File: src/rtl/toggle_cover_collector_if.sv
// Bus bundle for toggle_cover_collector: hit strobes, clear, event stream and coverage status.
// The master side stimulates and consumes events; the slave side is the collector.
interface toggle_cover_collector_if #(
    parameter int N_POINTS  = 42,
    parameter int IDX_WIDTH = 32
);
    localparam int CNT_W = $clog2(N_POINTS + 1);

    logic [N_POINTS-1:0]  valid;
    logic                 clear;
    logic                 ev_valid;
    logic                 ev_ready;
    logic [IDX_WIDTH-1:0] ev_index;
    logic [N_POINTS-1:0]  hit_map;
    logic [CNT_W-1:0]     hit_count;
    logic                 all_covered;

    modport master (
        output valid, clear, ev_ready,
        input  ev_valid, ev_index, hit_map, hit_count, all_covered
    );

    modport slave (
        input  valid, clear, ev_ready,
        output ev_valid, ev_index, hit_map, hit_count, all_covered
    );
endinterface

File: src/rtl/toggle_cover_collector.sv
// Sticky toggle-coverage collector: records first hits per point and streams their
// global indices, lowest index first, through a small event FIFO.
module toggle_cover_collector #(
    parameter int N_POINTS    = 42,
    parameter int COVER_INDEX = 0,
    parameter int IDX_WIDTH   = 32,
    parameter int FIFO_DEPTH  = 4
) (
    input  logic                      gbl_clk,
    input  logic                      reset,
    toggle_cover_collector_if.slave   bus
);
    localparam int CNT_W = $clog2(N_POINTS + 1);
    localparam int SEL_W = (N_POINTS > 1) ? $clog2(N_POINTS) : 1;
    localparam int AW    = $clog2(FIFO_DEPTH);

    localparam logic [0:0] S_IDLE  = 1'b0;
    localparam logic [0:0] S_DRAIN = 1'b1;

    logic [N_POINTS-1:0]  hit_map_q, hit_map_d;
    logic [N_POINTS-1:0]  pending_q, pending_d;
    logic [N_POINTS-1:0]  new_bits;
    logic [N_POINTS-1:0]  push_mask;
    logic [CNT_W-1:0]     hit_count_q, hit_count_d;
    logic [CNT_W-1:0]     new_count;
    logic [0:0]           state_q, state_d;
    logic [SEL_W-1:0]     sel;
    logic [AW:0]          wr_ptr_q, wr_ptr_d;
    logic [AW:0]          rd_ptr_q, rd_ptr_d;
    logic [IDX_WIDTH-1:0] mem_q [FIFO_DEPTH];
    logic [IDX_WIDTH-1:0] push_index;
    logic                 fifo_empty;
    logic                 fifo_full;
    logic                 push;
    logic                 pop;
    logic                 flush;

    // Reset and clear share one path; valid is discarded whenever either is active.
    assign flush    = !reset || bus.clear;
    assign new_bits = bus.valid & ~hit_map_q;

    // NOTE: every variable assigned in always_comb gets a default first, so no latch is inferred.
    always_comb begin
        new_count = '0;
        for (int i = 0; i < N_POINTS; i++) begin
            if (new_bits[i]) new_count = new_count + CNT_W'(1);
        end
    end

    // Scan downward so the last match is the lowest set pending bit.
    always_comb begin
        sel = '0;
        for (int i = N_POINTS - 1; i >= 0; i--) begin
            if (pending_q[i]) sel = SEL_W'(i);
        end
    end

    assign push_index = IDX_WIDTH'(COVER_INDEX) + IDX_WIDTH'(sel);

    assign fifo_empty = (wr_ptr_q == rd_ptr_q);
    assign fifo_full  = (wr_ptr_q[AW] != rd_ptr_q[AW]) &&
                        (wr_ptr_q[AW-1:0] == rd_ptr_q[AW-1:0]);
    assign pop        = !fifo_empty && bus.ev_ready;
    // A full FIFO still accepts a push when the head leaves in the same cycle.
    assign push       = (state_q == S_DRAIN) && (!fifo_full || pop);
    assign push_mask  = push ? (N_POINTS'(1) << sel) : '0;

    always_comb begin
        hit_map_d   = hit_map_q | new_bits;
        hit_count_d = hit_count_q + new_count;
        pending_d   = (pending_q & ~push_mask) | new_bits;
        wr_ptr_d    = push ? wr_ptr_q + (AW+1)'(1) : wr_ptr_q;
        rd_ptr_d    = pop  ? rd_ptr_q + (AW+1)'(1) : rd_ptr_q;
        state_d     = state_q;
        case (state_q)
            S_IDLE:  if (pending_d != '0) state_d = S_DRAIN;
            S_DRAIN: if (pending_d == '0) state_d = S_IDLE;
            default: state_d = S_IDLE;
        endcase
    end

    // NOTE: sequential state uses non-blocking assignments so all registers see pre-edge values.
    always_ff @(posedge gbl_clk) begin
        if (flush) begin
            hit_map_q   <= '0;
            pending_q   <= '0;
            hit_count_q <= '0;
            wr_ptr_q    <= '0;
            rd_ptr_q    <= '0;
            state_q     <= S_IDLE;
        end else begin
            hit_map_q   <= hit_map_d;
            pending_q   <= pending_d;
            hit_count_q <= hit_count_d;
            wr_ptr_q    <= wr_ptr_d;
            rd_ptr_q    <= rd_ptr_d;
            state_q     <= state_d;
        end
    end

    // NOTE: FIFO storage has no reset; the pointers alone define which entries are valid.
    always_ff @(posedge gbl_clk) begin
        if (push) mem_q[wr_ptr_q[AW-1:0]] <= push_index;
    end

    assign bus.ev_valid    = !fifo_empty;
    assign bus.ev_index    = mem_q[rd_ptr_q[AW-1:0]];
    assign bus.hit_map     = hit_map_q;
    assign bus.hit_count   = hit_count_q;
    assign bus.all_covered = (hit_count_q == CNT_W'(N_POINTS));
endmodule

File: src/flat_wrapper.sv
// flat-port wrapper written by rule: the top's interface ports become plain ports
module toggle_cover_collector_flat 
#(
    parameter int N_POINTS    = 42,
    parameter int COVER_INDEX = 0,
    parameter int IDX_WIDTH   = 32,
    parameter int FIFO_DEPTH  = 4
)
  (gbl_clk, reset, bus_valid, bus_clear, bus_ev_ready, bus_ev_valid, bus_ev_index, bus_hit_map, bus_hit_count, bus_all_covered);
  toggle_cover_collector_if #(.N_POINTS(N_POINTS), .IDX_WIDTH(IDX_WIDTH)) bus_i ();
  input  logic gbl_clk;
  input  logic reset;
  input wire logic [$bits(bus_i.valid)-1:0] bus_valid;
  input wire logic [$bits(bus_i.clear)-1:0] bus_clear;
  input wire logic [$bits(bus_i.ev_ready)-1:0] bus_ev_ready;
  output wire logic [$bits(bus_i.ev_valid)-1:0] bus_ev_valid;
  output wire logic [$bits(bus_i.ev_index)-1:0] bus_ev_index;
  output wire logic [$bits(bus_i.hit_map)-1:0] bus_hit_map;
  output wire logic [$bits(bus_i.hit_count)-1:0] bus_hit_count;
  output wire logic [$bits(bus_i.all_covered)-1:0] bus_all_covered;
  assign bus_i.valid = bus_valid;
  assign bus_i.clear = bus_clear;
  assign bus_i.ev_ready = bus_ev_ready;
  assign bus_ev_valid = bus_i.ev_valid;
  assign bus_ev_index = bus_i.ev_index;
  assign bus_hit_map = bus_i.hit_map;
  assign bus_hit_count = bus_i.hit_count;
  assign bus_all_covered = bus_i.all_covered;
  toggle_cover_collector #(.N_POINTS(N_POINTS), .COVER_INDEX(COVER_INDEX), .IDX_WIDTH(IDX_WIDTH), .FIFO_DEPTH(FIFO_DEPTH)) u_core (.gbl_clk(gbl_clk), .reset(reset), .bus(bus_i));
endmodule
File: config.mk
export PLATFORM = sky130hd
export DESIGN_NAME = toggle_cover_collector_flat
export DESIGN_NICKNAME = d
export VERILOG_FILES = /design/src/rtl/toggle_cover_collector_if.sv /design/src/rtl/toggle_cover_collector.sv /design/src/flat_wrapper.sv
export SDC_FILE = /design/constraint.sdc
export NUM_CORES = 1
export LEC_CHECK = 0
export ABC_CLOCK_PERIOD_IN_PS = 30100
export CAP_MARGIN = 20
export CORE_UTILIZATION = 35
export CTS_BUF_LIST = sky130_fd_sc_hd__clkbuf_4
export DETAILED_ROUTE_END_ITERATION = 8
export HOLD_SLACK_MARGIN = 0.12
export SLEW_MARGIN = 20
export SYNTH_ARGS = -nofsm -noshare
export SYNTH_HDL_FRONTEND = slang
export SYNTH_SLANG_ARGS = --single-unit
File: constraint.sdc
create_clock -name gbl_clk -period 30.1 [get_ports gbl_clk]
set_input_delay 3.01 -clock gbl_clk [delete_from_list [all_inputs] [get_ports gbl_clk]]
set_output_delay 3.01 -clock gbl_clk [all_outputs]
set_load 0.01 [all_outputs]
# [Yosys cells after proc, flatten, opt, wreduce, memory -nomap -nowiden]
# Memories as Yosys holds them, arrays and structs flattened. A register that Yosys moved wholly into a read port is not among the register bits.
# Index checks and enable logic that the tools add are counted.
[op_classes] add_sub_neg=44 n_eq_ne=4 n_shift=1 muxes=92 bitwise_logic=7 n_reduce_logical=10
[op_table] op="6-bit 2-to-1 mux" count=83
[op_table] op="6-bit by 1-bit adder with 6-bit output, second input constant" count=40
[op_table] op="42-bit AND" count=2
[op_table] op="42-bit NOT" count=2
[op_table] op="42-bit bitwise OR" count=2
[op_table] op="42-bit logical NOT" count=1
[op_table] op="42-bit 2-to-1 mux" count=1
[op_table] op="42-bit nonzero test" count=1
[op_table] op="1-bit by 6-bit left shift with 42-bit output, first input constant" count=1
[op_table] op="3-bit by 1-bit adder with 3-bit output, second input constant" count=2
[op_table] op="6-bit adder" count=1
[op_table] op="6-bit == test, second input constant" count=1
[op_table] op="1-bit 2-to-1 mux" count=5
[op_table] op="2-bit 2-to-1 mux" count=2
[op_table] op="3-bit == test" count=1
[op_table] op="1-bit logical AND" count=3
[op_table] op="1-bit logical NOT" count=3
[op_table] op="1-bit by 1-bit adder with 2-bit output, second input constant" count=1
[op_table] op="2-bit == test" count=1
[op_table] op="1-bit logical OR" count=2
[op_table] op="1-bit one-hot mux with 2 select lines" count=1
[op_table] op="1-bit inequality test" count=1
[op_table] op="1-bit NOT" count=1
[totals] regBits=97 ramBits=24 inputBits=46 elab_cells=165 mem_count=1
[mem_list] name="u_core.mem_q" words=4 word_bits=6 rd=1 rd_clocked_by_memory_dff=1 wr=1 line_no="toggle_cover_collector.sv:30" text="logic [IDX_WIDTH-1:0] mem_q [FIFO_DEPTH];"

# [Logic depth before layout (Yosys ltp)]
# Gate-level depths: netlist (run 1).
[depth] ltp_word=86 depth_mapped=131

# [Worst setup path before layout (run 1)]
# OpenSTA, ideal clock, no wires.
[synth_timing] path_type="input port to flip-flop" from="in bus_valid[0]" to="reg u_core.hit_count_q[5] (netlist: u_core.bus.hit_count[5])" arrival_ns=24.867 path_slack_ns=5.106 path_stages=125 path_buffers=2 cell_sequence="nor2b_1 > inv_1 > ha_1 > buf_2 > xnor3_2 > inv_1 > ha_1 > mux2i_1 > inv_1 > ha_1 > xnor2_1 > nand3_1 > o211ai_1 > ha_1 > nor2_1 > nor2_1 > xor2_1 > mux2_2 > [... 89 more ...] > ha_1 > mux2_2 > ha_1 > a21o_1 > a21o_1 > a21o_1 > a21oi_1 > xnor2_1 > xnor2_1 > xnor2_1 > xnor2_1 > xnor3_1 > xnor2_1 > xnor2_1 > xnor2_1 > xnor2_1 > xnor2_1 > nor2_1"
[synth_between] elab_chain_len=85
[synth_lines] item="start: declaration" line_no="flat_wrapper.sv:13" text="input wire logic [$bits(bus_i.valid)-1:0] bus_valid;"
[synth_lines] item="42-bit AND *" line_no="toggle_cover_collector.sv:40" text="assign new_bits = bus.valid & ~hit_map_q;"
[synth_lines] item="1-bit 2-to-1 mux *" line_no="toggle_cover_collector.sv:46" text="if (new_bits[i]) new_count = new_count + CNT_W'(1);"
[synth_lines] item="1-bit by 1-bit adder with 2-bit output" line_no="toggle_cover_collector.sv:46"
[synth_lines] item="6-bit 2-to-1 mux *" line_no="toggle_cover_collector.sv:46"
[synth_lines] item="6-bit by 1-bit adder with 6-bit output" line_no="toggle_cover_collector.sv:46"
[synth_lines] item="6-bit 2-to-1 mux *" line_no="toggle_cover_collector.sv:46"
[synth_lines] item="6-bit by 1-bit adder with 6-bit output" line_no="toggle_cover_collector.sv:46"
[synth_lines] item="6-bit 2-to-1 mux *" line_no="toggle_cover_collector.sv:46"
[synth_lines] item="[... 69 more ...]"
[synth_lines] item="6-bit 2-to-1 mux *" line_no="toggle_cover_collector.sv:46"
[synth_lines] item="6-bit by 1-bit adder with 6-bit output" line_no="toggle_cover_collector.sv:46"
[synth_lines] item="6-bit 2-to-1 mux *" line_no="toggle_cover_collector.sv:46"
[synth_lines] item="6-bit by 1-bit adder with 6-bit output" line_no="toggle_cover_collector.sv:46"
[synth_lines] item="6-bit 2-to-1 mux *" line_no="toggle_cover_collector.sv:46"
[synth_lines] item="6-bit by 1-bit adder with 6-bit output" line_no="toggle_cover_collector.sv:46"
[synth_lines] item="6-bit 2-to-1 mux *" line_no="toggle_cover_collector.sv:46"
[synth_lines] item="6-bit adder *" line_no="toggle_cover_collector.sv:70" text="hit_count_d = hit_count_q + new_count;"
[synth_lines] item="end signal: assignment" line_no="toggle_cover_collector.sv:94" text="hit_count_q <= hit_count_d;"
[synth_lines] item="end: declaration" line_no="toggle_cover_collector.sv:24" text="logic [CNT_W-1:0] hit_count_q, hit_count_d;"
# Every way passes the cells marked *; elsewhere a longest branch is shown, timed or not.
# A chain may end at the register's enable or synchronous reset.

# [Worst setup path in the final report (run 1)]
[layout_timing] from="in bus_valid[1]" to="reg u_core.hit_count_q[5] (netlist: u_core.bus.hit_count[5])"
[layout_between] elab_chain_len=83
[layout_lines] item="42-bit AND *" line_no="toggle_cover_collector.sv:40"
[layout_lines] item="6-bit 2-to-1 mux *" line_no="toggle_cover_collector.sv:46"
[layout_lines] item="6-bit by 1-bit adder with 6-bit output" line_no="toggle_cover_collector.sv:46"
[layout_lines] item="6-bit 2-to-1 mux *" line_no="toggle_cover_collector.sv:46"
[layout_lines] item="6-bit by 1-bit adder with 6-bit output" line_no="toggle_cover_collector.sv:46"
[layout_lines] item="6-bit 2-to-1 mux *" line_no="toggle_cover_collector.sv:46"
[layout_lines] item="6-bit by 1-bit adder with 6-bit output" line_no="toggle_cover_collector.sv:46"
[layout_lines] item="6-bit 2-to-1 mux *" line_no="toggle_cover_collector.sv:46"
[layout_lines] item="[... 67 more ...]"
[layout_lines] item="6-bit 2-to-1 mux *" line_no="toggle_cover_collector.sv:46"
[layout_lines] item="6-bit by 1-bit adder with 6-bit output" line_no="toggle_cover_collector.sv:46"
[layout_lines] item="6-bit 2-to-1 mux *" line_no="toggle_cover_collector.sv:46"
[layout_lines] item="6-bit by 1-bit adder with 6-bit output" line_no="toggle_cover_collector.sv:46"
[layout_lines] item="6-bit 2-to-1 mux *" line_no="toggle_cover_collector.sv:46"
[layout_lines] item="6-bit by 1-bit adder with 6-bit output" line_no="toggle_cover_collector.sv:46"
[layout_lines] item="6-bit 2-to-1 mux *" line_no="toggle_cover_collector.sv:46"
[layout_lines] item="6-bit adder *" line_no="toggle_cover_collector.sv:70"
# Marked as above.

==> results.py, run 1 <==
metrics = {
    "setup_path": {
        "required_ns": 30.55,
        "arrival_ns": 28.22,
        "crit_path_max_fanout": 9,
        "slowest_stage": "a31oi_1",
        "crit_cells": 124,
        "slowest_delay_ns": 0.63,
        "crit_family": "compound AO/OA/AOI/OAI gates",
        "end_kind": "flip-flop",
        "worst-setup-path-type": "input port to flip-flop",
        "reg2regPathDepth": 123,
        "critPathBufInv": 5,
        "start_kind": "input port",
        "r2r_slack_ns": 4.93,
    },
    "placed_design": {
        "gp_congestion": 0.920,
        "portBuffers": 101,
        "dpl.hpwl_um": 25800,
    },
    "logic_synthesis": {
        "synth-edff-count": 24,
        "synth-seq-cells": 123,
        "ys_top_cells_by_area": "dfxtp_1 16%, xnor2_1 10%, nor2_1 7.2%",
        "ys.flop_type": "dfxtp_1",
        "ys_types": 106,
        "netlist_instances": 1536,
        "synth_top_area_share_pct": 16.1,
        "ys_seq_area_share_pct": 22.0,
        "yosys.area.top_type": "dfxtp_1",
        "netlist_area_um2": 12300,
        "ys_warn_count": 0,
        "syn_avg_cell_area_um2": 8.00,
        "async_flop_share_pct": 0,
    },
    "final_layout": {
        "utilization_pct": 40.2,
        "final_nets": 1703,
        "area_delta_synth_final_pct": 13.1,
        "n_antenna_cell": 0,
        "drive_gt1_share_pct": 7.35,
        "nFillCells": 3537,
    },
    "clocking": {
        "cts_tree": "built",
        "cts_buffers": 17,
        "path_clk_slew_ns": 0.13,
        "cts_resized": 0,
        "clk_latency_ns": 0.61,
        "postCtsSetupBuffers": 0,
        "cts_root_buffer": "clkbuf_4",
        "h-tree-depth": 4,
        "cts_sinks": 123,
        "clock_path_buffers": 2,
        "cts_hold_buf": 0,
    },
    "sta": {
        "finalCritPeriodShare_pct": 92.2,
        "tightest_slew_ns": 1.10,
        "setup_violations": 0,
        "maxSlewViolCount": 0,
        "fmax_mhz": 36.0,
        "slew_headroom_pct": 26.4,
        "finalSetupTns_ns": 0,
        "hold_violations": 0,
        "fin_skew_ns": 0.0254,
        "fin_crit_ns": 27.77,
        "rsz0062_at_grt": "false",
    },
    "routing": {
        "via_per_inst": 5.32,
        "wl_met3_um": 1460,
        "wl_um": 32900,
        "drtPass1Iterations": 5,
        "dr.first_iter.drc_count": 774,
        "met2WireLength_um": 14900,
        "route.detailed.drc": 0,
        "vias": 11000,
        "wl_met1_um": 16100,
        "wl_per_cell_um": 15.9,
        "ant_nets": 0,
        "top_layer": "met4",
    },
    "global_route": {
        "first_global_vias": 10100,
        "grt_max_degree": 92,
        "gr-usage-all-layers_pct": 18.3,
        "antenna_found_initial": 0,
        "grt_pass1_wl_um": 52700,
        "grt.overflow.total": 0,
    },
    "floorplan": {
        "die_y_um": 189,
        "die_x_um": 189,
        "io_pins": 128,
        "coreArea_um2": 34500,
        "initial_utilization_pct": 35.6,
        "num_rows": 68,
        "dieArea_um2": 35800,
    },
    "min_path": {
        "min_path_cells": 2,
        "min_path_type": "flip-flop to flip-flop",
    },
    "outcome": {
        "status": "complete, no violations",
    },
    "run": {
        "cap_violations": 0,
    },
}
## logic make-up (layout without fill, tap and decap cells)
logic type	count (synthesis)	after routing	share of synthesized area, %
other	1	26	0.0305
AO/OA/AOI/OAI	322	322	17.5
AND/OR/NAND/NOR	659	659	26.7
flip-flops	123	123	22.0
buffers and inverters	126	184	4.81
adder cells (fa/ha/maj)	52	52	5.34
XOR/XNOR	230	230	21.1
multiplexers	23	23	2.53
## cell usage in the layout, fill, tap and decap left out, types with 7 or more instances in the layout
master and n:
nor4_1 20, nor2_1 234, nor3_1 33, clkdlybuf4s50_1 101, and3_1 14, nand3_1 47
a21oi_1 101, a211oi_1 7, ha_1 50, inv_1 44, a31oi_1 17, o21ai_0 46
nand2_1 126, xnor2_1 140, nand3b_1 18, o31ai_1 9, xor2_1 45, clkbuf_4 17
o31a_1 7, o21bai_1 9, a21o_1 12, xnor2_4 10, nand2b_1 42, mux2i_1 13
nand4_1 23, and2_1 12, o22ai_1 25, dfxtp_1 99, edfxtp_1 24, o21ai_1 8
xnor2_2 15, conb_1 26, nor2b_1 47, o211ai_1 8
## registers in the layout (all words and copies together) (netlist names), named ones only
name and count:
u_core.wr_ptr_q 3, u_core.bus.hit_count 6, u_core.state_q 1, u_core.mem_q 24
u_core.rd_ptr_q 3, u_core.bus.hit_map 42, u_core.pending_q 42
## cells in the mapped netlist (all sizes together) (13+ instances only)
library cell  count
clkbuf           42
a31oi            17
nor2            234
inv              46
xor2             50
nand2b           43
nand3b           18
buf              38
nand2           126
edfxtp           24
mux2i            13
ha               50
xnor2           165
nor4             23
nand3            48
o21ai            55
o22ai            25
dfxtp            99
a21oi           101
nor3             34
nor2b            50
nand4            24
and3             14
## worst reg2reg max path, delay by kind of cell (launching register included)
family / cells / cell delay (ns)
compound gates: 38 / 7.93
fa+ha+maj: 22 / 6.79
buf+inv: 4 / 0.35
simple gates: 26 / 3.32
mux: 6 / 1.34
xor+xnor: 27 / 4.90
flops: 1 / 0.38
## per-stage QoR
step | worst slack, ns | instances | area [um2] | hold WS [ns]
2_1_floorplan | 5.11 | 1561 | 12400 | 0.476
3_3_place_gp | 2.86 | 2042 | 13600 | 0.467
3_5_place_dp | 2.00 | 2042 | 13600 | 0.475
4_1_cts | 2.56 | 2074 | 13900 | 0.496
5_1_grt | 0.304 | 2074 | 13900 | 0.514
6_report | 2.33 | 2074 | 13900 | 0.492
## worst paths after layout
check,startpoint,to
hold reg to reg,u_core.bus.hit_map[28],u_core.bus.hit_map[28]
setup reg to reg,u_core.bus.hit_map[1],u_core.bus.hit_count[5]
setup / recovery,bus_valid[1],u_core.bus.hit_count[5]
hold / removal,u_core.bus.hit_map[28],u_core.bus.hit_map[28]
## layer usage
layer  vias up  GRT usage, %
li1       5535             -
met1      5164          25.2
met2       305          29.7
met3        31          3.35
met4         0          4.13
met5         -             0
## cell type report
| cell class | count | area (um2) | area share, % |
|---|---|---|---|
| clock buffer | 17 | 128 | 0.919 |
| clock inverter | 15 | 173 | 1.24 |
| inverter | 46 | 175 | 1.26 |
| multi-input combinational | 1312 | 9090 | 65.5 |
| sequential | 123 | 2700 | 19.5 |
| tap | 455 | 569 | 4.10 |
| timing repair buffer | 106 | 1050 | 7.55 |
Power of run 1 is left out: the tool's default activity adds up to more than one toggle a clock period on the data nets, which glitch-free logic cannot reach.
==> run 2: changes to the inputs <==
--- a/config.mk
+++ b/config.mk
@@ -7,10 +7,12 @@
 export LEC_CHECK = 0
 export ABC_CLOCK_PERIOD_IN_PS = 30100
 export CAP_MARGIN = 20
+export CORE_MARGIN = 4
 export CORE_UTILIZATION = 35
 export CTS_BUF_LIST = sky130_fd_sc_hd__clkbuf_4
 export DETAILED_ROUTE_END_ITERATION = 8
 export HOLD_SLACK_MARGIN = 0.12
+export PLACE_DENSITY_LB_ADDON = 0.08
 export SLEW_MARGIN = 20
 export SYNTH_ARGS = -nofsm -noshare
 export SYNTH_HDL_FRONTEND = slang
==> results.py, run 2 (same netlist as run 1, synthesis figures left out) <==
metrics = {
    "floorplan": {
        "initial_utilization_pct": 35.6,
        "io_pins": 128,
        "die_x_um": 195,
        "num_rows": 68,
        "coreArea_um2": 34500,
        "dieArea_um2": 38100,
        "die_y_um": 195,
    },
    "sta": {
        "fmax_mhz": 36.6,
        "rsz0062_at_grt": "false",
        "finalCritPeriodShare_pct": 90.9,
        "tightest_slew_ns": 1.09,
        "post-route-worst-setup-slack_ns": 2.75,
        "hold_violations": 0,
        "maxSlewViolCount": 0,
        "slew_headroom_pct": 27.2,
        "setup_violations": 0,
        "fin_skew_ns": 0.0282,
        "fin_crit_ns": 27.35,
        "finalSetupTns_ns": 0,
    },
    "final_layout": {
        "nFillCells": 3632,
        "area_delta_synth_final_pct": 13.2,
        "layout_commonest_cell": "nor2_1",
        "drive_gt1_share_pct": 7.46,
        "final_nets": 1706,
        "layout_common_cells": "234 x nor2_1, 140 x xnor2_1, 126 x nand2_1, 101 x a21oi_1, 101 x clkdlybuf4s50_1",
        "multi_input_area_um2": 9090,
        "seq_area_um2": 2700,
        "fin_cells": 2079,
        "utilization_pct": 40.2,
    },
    "setup_path": {
        "crit_path_max_fanout": 9,
        "arrival_ns": 27.83,
        "slowest_stage": "xnor3_2",
        "r2r_slack_ns": 5.34,
        "required_ns": 30.58,
        "crit_family": "compound AO/OA/AOI/OAI gates",
        "worst-setup-path-type": "input port to flip-flop",
        "timing.rr.start": "u_core.bus.hit_map[0]",
        "slowest_delay_ns": 0.60,
        "end_kind": "flip-flop",
        "critPathBufInv": 5,
        "start_kind": "input port",
        "rr_endpoint": "u_core.bus.hit_count[5]",
        "reg2regPathDepth": 123,
    },
    "clocking": {
        "cts_hold_buf": 0,
        "h-tree-depth": 4,
        "postCtsSetupBuffers": 0,
        "cts_buffers": 17,
        "clk_latency_ns": 0.61,
        "cts_tree": "built",
        "cts_root_buffer": "clkbuf_4",
        "cts_sinks": 123,
        "cts_resized": 0,
        "path_clk_slew_ns": 0.15,
        "clock_path_buffers": 2,
    },
    "global_route": {
        "first_global_vias": 10300,
        "grt.overflow.total": 0,
        "grt_pass1_wl_um": 56000,
        "antenna_found_initial": 1,
        "grt_max_degree": 82,
        "gr-usage-all-layers_pct": 17.7,
    },
    "min_path": {
        "min_to": "u_core.bus.hit_map[25]",
        "hp-start": "u_core.bus.hit_map[25]",
        "min_path_type": "flip-flop to flip-flop",
        "min_path_cells": 2,
    },
    "routing": {
        "wl_um": 34600,
        "drtPass1Iterations": 5,
        "ant_nets": 0,
        "route.detailed.drc": 0,
        "wl_per_cell_um": 16.6,
        "dr.first_iter.drc_count": 680,
        "via_per_inst": 5.25,
        "vias": 10900,
    },
    "placed_design": {
        "place_inst": 2045,
        "portBuffers": 101,
        "dpl.hpwl_um": 27500,
        "preCtsSetupSlack_ns": 2.38,
        "gp_congestion": 0.887,
    },
    "outcome": {
        "status": "complete, no violations",
    },
    "run": {
        "cap_violations": 0,
    },
}
run 2: cell count changes in the layout (fill, tap and decap cells not counted), sizes merged:
cell / change
bufinv: +1
diode: +2
buf: +3
clkinv: +2
inv: -3
run 2: worst min-delay path, delay by kind of cell, from the launching register on:
family | cells | cell delay [ns]
simple gates | 2 | 0.12
flops | 1 | 0.35
run 2: how the worst max path moves through the flow:
stage / start / end / cells after the start / slack (ns)
after floorplan: bus_valid[0] / u_core.bus.hit_count[5] / 125 / 5.11
after global placement: bus_valid[1] / u_core.bus.hit_count[5] / 124 / 2.91
after detailed placement: bus_valid[1] / u_core.bus.hit_count[5] / 124 / 2.38
after CTS: bus_valid[1] / u_core.bus.hit_count[5] / 124 / 2.96
after global routing: bus_valid[0] / u_core.bus.hit_count[5] / 124 / 0.84
final: bus_valid[0] / u_core.bus.hit_count[5] / 124 / 2.75
run 2: per-stage QoR:
step / hold WS, ns / cell area, um2
final: 0.493 / 13900
after global routing: 0.525 / 13900
after CTS: 0.497 / 13900
after detailed placement: 0.477 / 13600
after global placement: 0.471 / 13600
after floorplan: 0.476 / 12400
run 2: area by class of cell:
type	count	share of cell area [%]
Timing Repair Buffer	109	7.70
Antenna cell	2	0.0360
Clock buffer	17	0.918
Multi-Input combinational cell	1312	65.4
Sequential cell	123	19.4
Clock inverter	15	1.16
Tap cell	455	4.10
Inverter	46	1.26
run 2: metal layers:
metal / vias to the layer above / part of all wire [%] / global-route usage (%)
li1: 5546 / - / -
met1: 5148 / 51 / 25.8
met2: 203 / 45 / 28.3
met3: 25 / 3.5 / 2.74
met4: 0 / 0.86 / 3.08
met5: - / 0 / 0
Power of run 2 is left out for the same reason.
==> run 3: changes to the inputs <==
--- a/config.mk
+++ b/config.mk
@@ -8,7 +8,7 @@
 export ABC_CLOCK_PERIOD_IN_PS = 30100
 export CAP_MARGIN = 20
 export CORE_MARGIN = 4
-export CORE_UTILIZATION = 35
+export CORE_UTILIZATION = 45
 export CTS_BUF_LIST = sky130_fd_sc_hd__clkbuf_4
 export DETAILED_ROUTE_END_ITERATION = 8
 export HOLD_SLACK_MARGIN = 0.12
==> results.py, run 3 (same netlist as run 1, synthesis figures left out) <==
metrics = {
    "placed_design": {
        "portBuffers": 101,
        "dpl.hpwl_um": 25700,
        "gp_congestion": 0.931,
    },
    "final_layout": {
        "drive_gt1_share_pct": 7.46,
        "layout_common_cells": "234 x nor2_1, 140 x xnor2_1, 126 x nand2_1, 101 x a21oi_1, 101 x clkdlybuf4s50_1",
        "area_delta_synth_final_pct": 12.1,
        "layout_commonest_cell": "nor2_1",
        "nFillCells": 2688,
        "n_antenna_cell": 0,
        "final_nets": 1705,
        "seq_area_um2": 2700,
        "multi_input_area_um2": 9090,
    },
    "outcome": {
        "status": "complete, no violations",
    },
    "sta": {
        "hold_violations": 0,
        "finalCritPeriodShare_pct": 90.8,
        "rsz0062_at_grt": "false",
        "setup_violations": 0,
        "fmax_mhz": 36.6,
        "maxSlewViolCount": 0,
        "fin_crit_ns": 27.34,
        "tightest_slew_ns": 1.04,
        "fin_skew_ns": 0.0350,
        "slew_headroom_pct": 30.4,
        "finalSetupTns_ns": 0,
    },
    "run": {
        "cap_violations": 0,
    },
    "setup_path": {
        "end_kind": "flip-flop",
        "slowest_stage": "xnor3_2",
        "slowest_delay_ns": 0.59,
        "arrival_ns": 27.75,
        "required_ns": 30.52,
        "worst-setup-path-type": "input port to flip-flop",
        "crit_path_max_fanout": 9,
        "start_kind": "input port",
    },
    "floorplan": {
        "num_rows": 60,
        "dieArea_um2": 30000,
        "die_x_um": 173,
        "die_y_um": 173,
        "initial_utilization_pct": 45.7,
        "io_pins": 128,
        "coreArea_um2": 26900,
    },
    "clocking": {
        "cts_hold_buf": 0,
        "cts_tree": "built",
        "cts_sinks": 123,
        "path_clk_slew_ns": 0.15,
        "postCtsSetupBuffers": 0,
        "cts_root_buffer": "clkbuf_4",
        "clk_latency_ns": 0.57,
        "cts_buffers": 17,
        "h-tree-depth": 4,
        "clock_path_buffers": 2,
        "cts_resized": 0,
    },
    "routing": {
        "route.detailed.drc": 0,
        "via_per_inst": 5.66,
        "vias": 11100,
        "wl_per_cell_um": 16.7,
        "wl_um": 32700,
        "dr.first_iter.drc_count": 804,
        "ant_nets": 0,
        "drtPass1Iterations": 5,
    },
    "global_route": {
        "grt.overflow.total": 0,
        "grt_pass1_wl_um": 53100,
        "grt_max_degree": 82,
        "gr-usage-all-layers_pct": 21.1,
        "antenna_found_initial": 0,
        "first_global_vias": 10300,
    },
    "min_path": {
        "min_path_type": "flip-flop to flip-flop",
    },
}
[run 3: through the flow]
step	hold WS [ns]	util (%)	std cells	setup slack [ns]	instance area, um2
3_3_place_gp	0.468	50.1	1930	3.07	13500
5_1_grt	0.515	51.2	1962	0.819	13800
4_1_cts	0.496	51.2	1962	2.98	13800
3_5_place_dp	0.474	50.1	1930	2.49	13500
6_report	0.495	51.2	1962	2.76	13800
2_1_floorplan	0.476	-	1561	5.11	12400
[run 3: critical path, delay by kind of cell]
kind                     cells  cell delay (ns)
AND/OR/NAND/NOR             26             3.37
adder cells (fa/ha/maj)     22             6.78
buffers and inverters        5             0.89
AO/OA/AOI/OAI               38             7.41
multiplexers                 6             1.33
XOR/XNOR                    27             4.95
[run 3: area by class of cell]
type	instances	area share, %
clock inverters	15	1.26
well taps	341	3.10
inverters	46	1.27
multi-input cells	1312	66.1
clock buffers	17	0.927
repair buffers	108	7.73
flip-flops and latches	123	19.6
[run 3: layer usage]
layer | track usage (%) | part of all wire [%] | up-vias
met1 | 30.1 | 49 | 5226
met2 | 34.2 | 45 | 310
met4 | 4.36 | 1.3 | 0
met5 | 0 | 0 | -
met3 | 3.13 | 4.8 | 35
li1 | - | - | 5525
[run 3: worst paths after layout]
| kind | from | to | slack (ns) | cells past startpoint |
|---|---|---|---|---|
| max | bus_valid[0] | u_core.bus.hit_count[5] | 2.76 | 124 |
| min | u_core.bus.hit_map[36] | u_core.bus.hit_map[36] | 0.50 | 2 |
| max reg2reg | u_core.bus.hit_map[1] | u_core.bus.hit_count[5] | 5.37 | 123 |
| min reg2reg | u_core.bus.hit_map[36] | u_core.bus.hit_map[36] | 0.50 | 2 |
Power of run 3 is left out for the same reason.
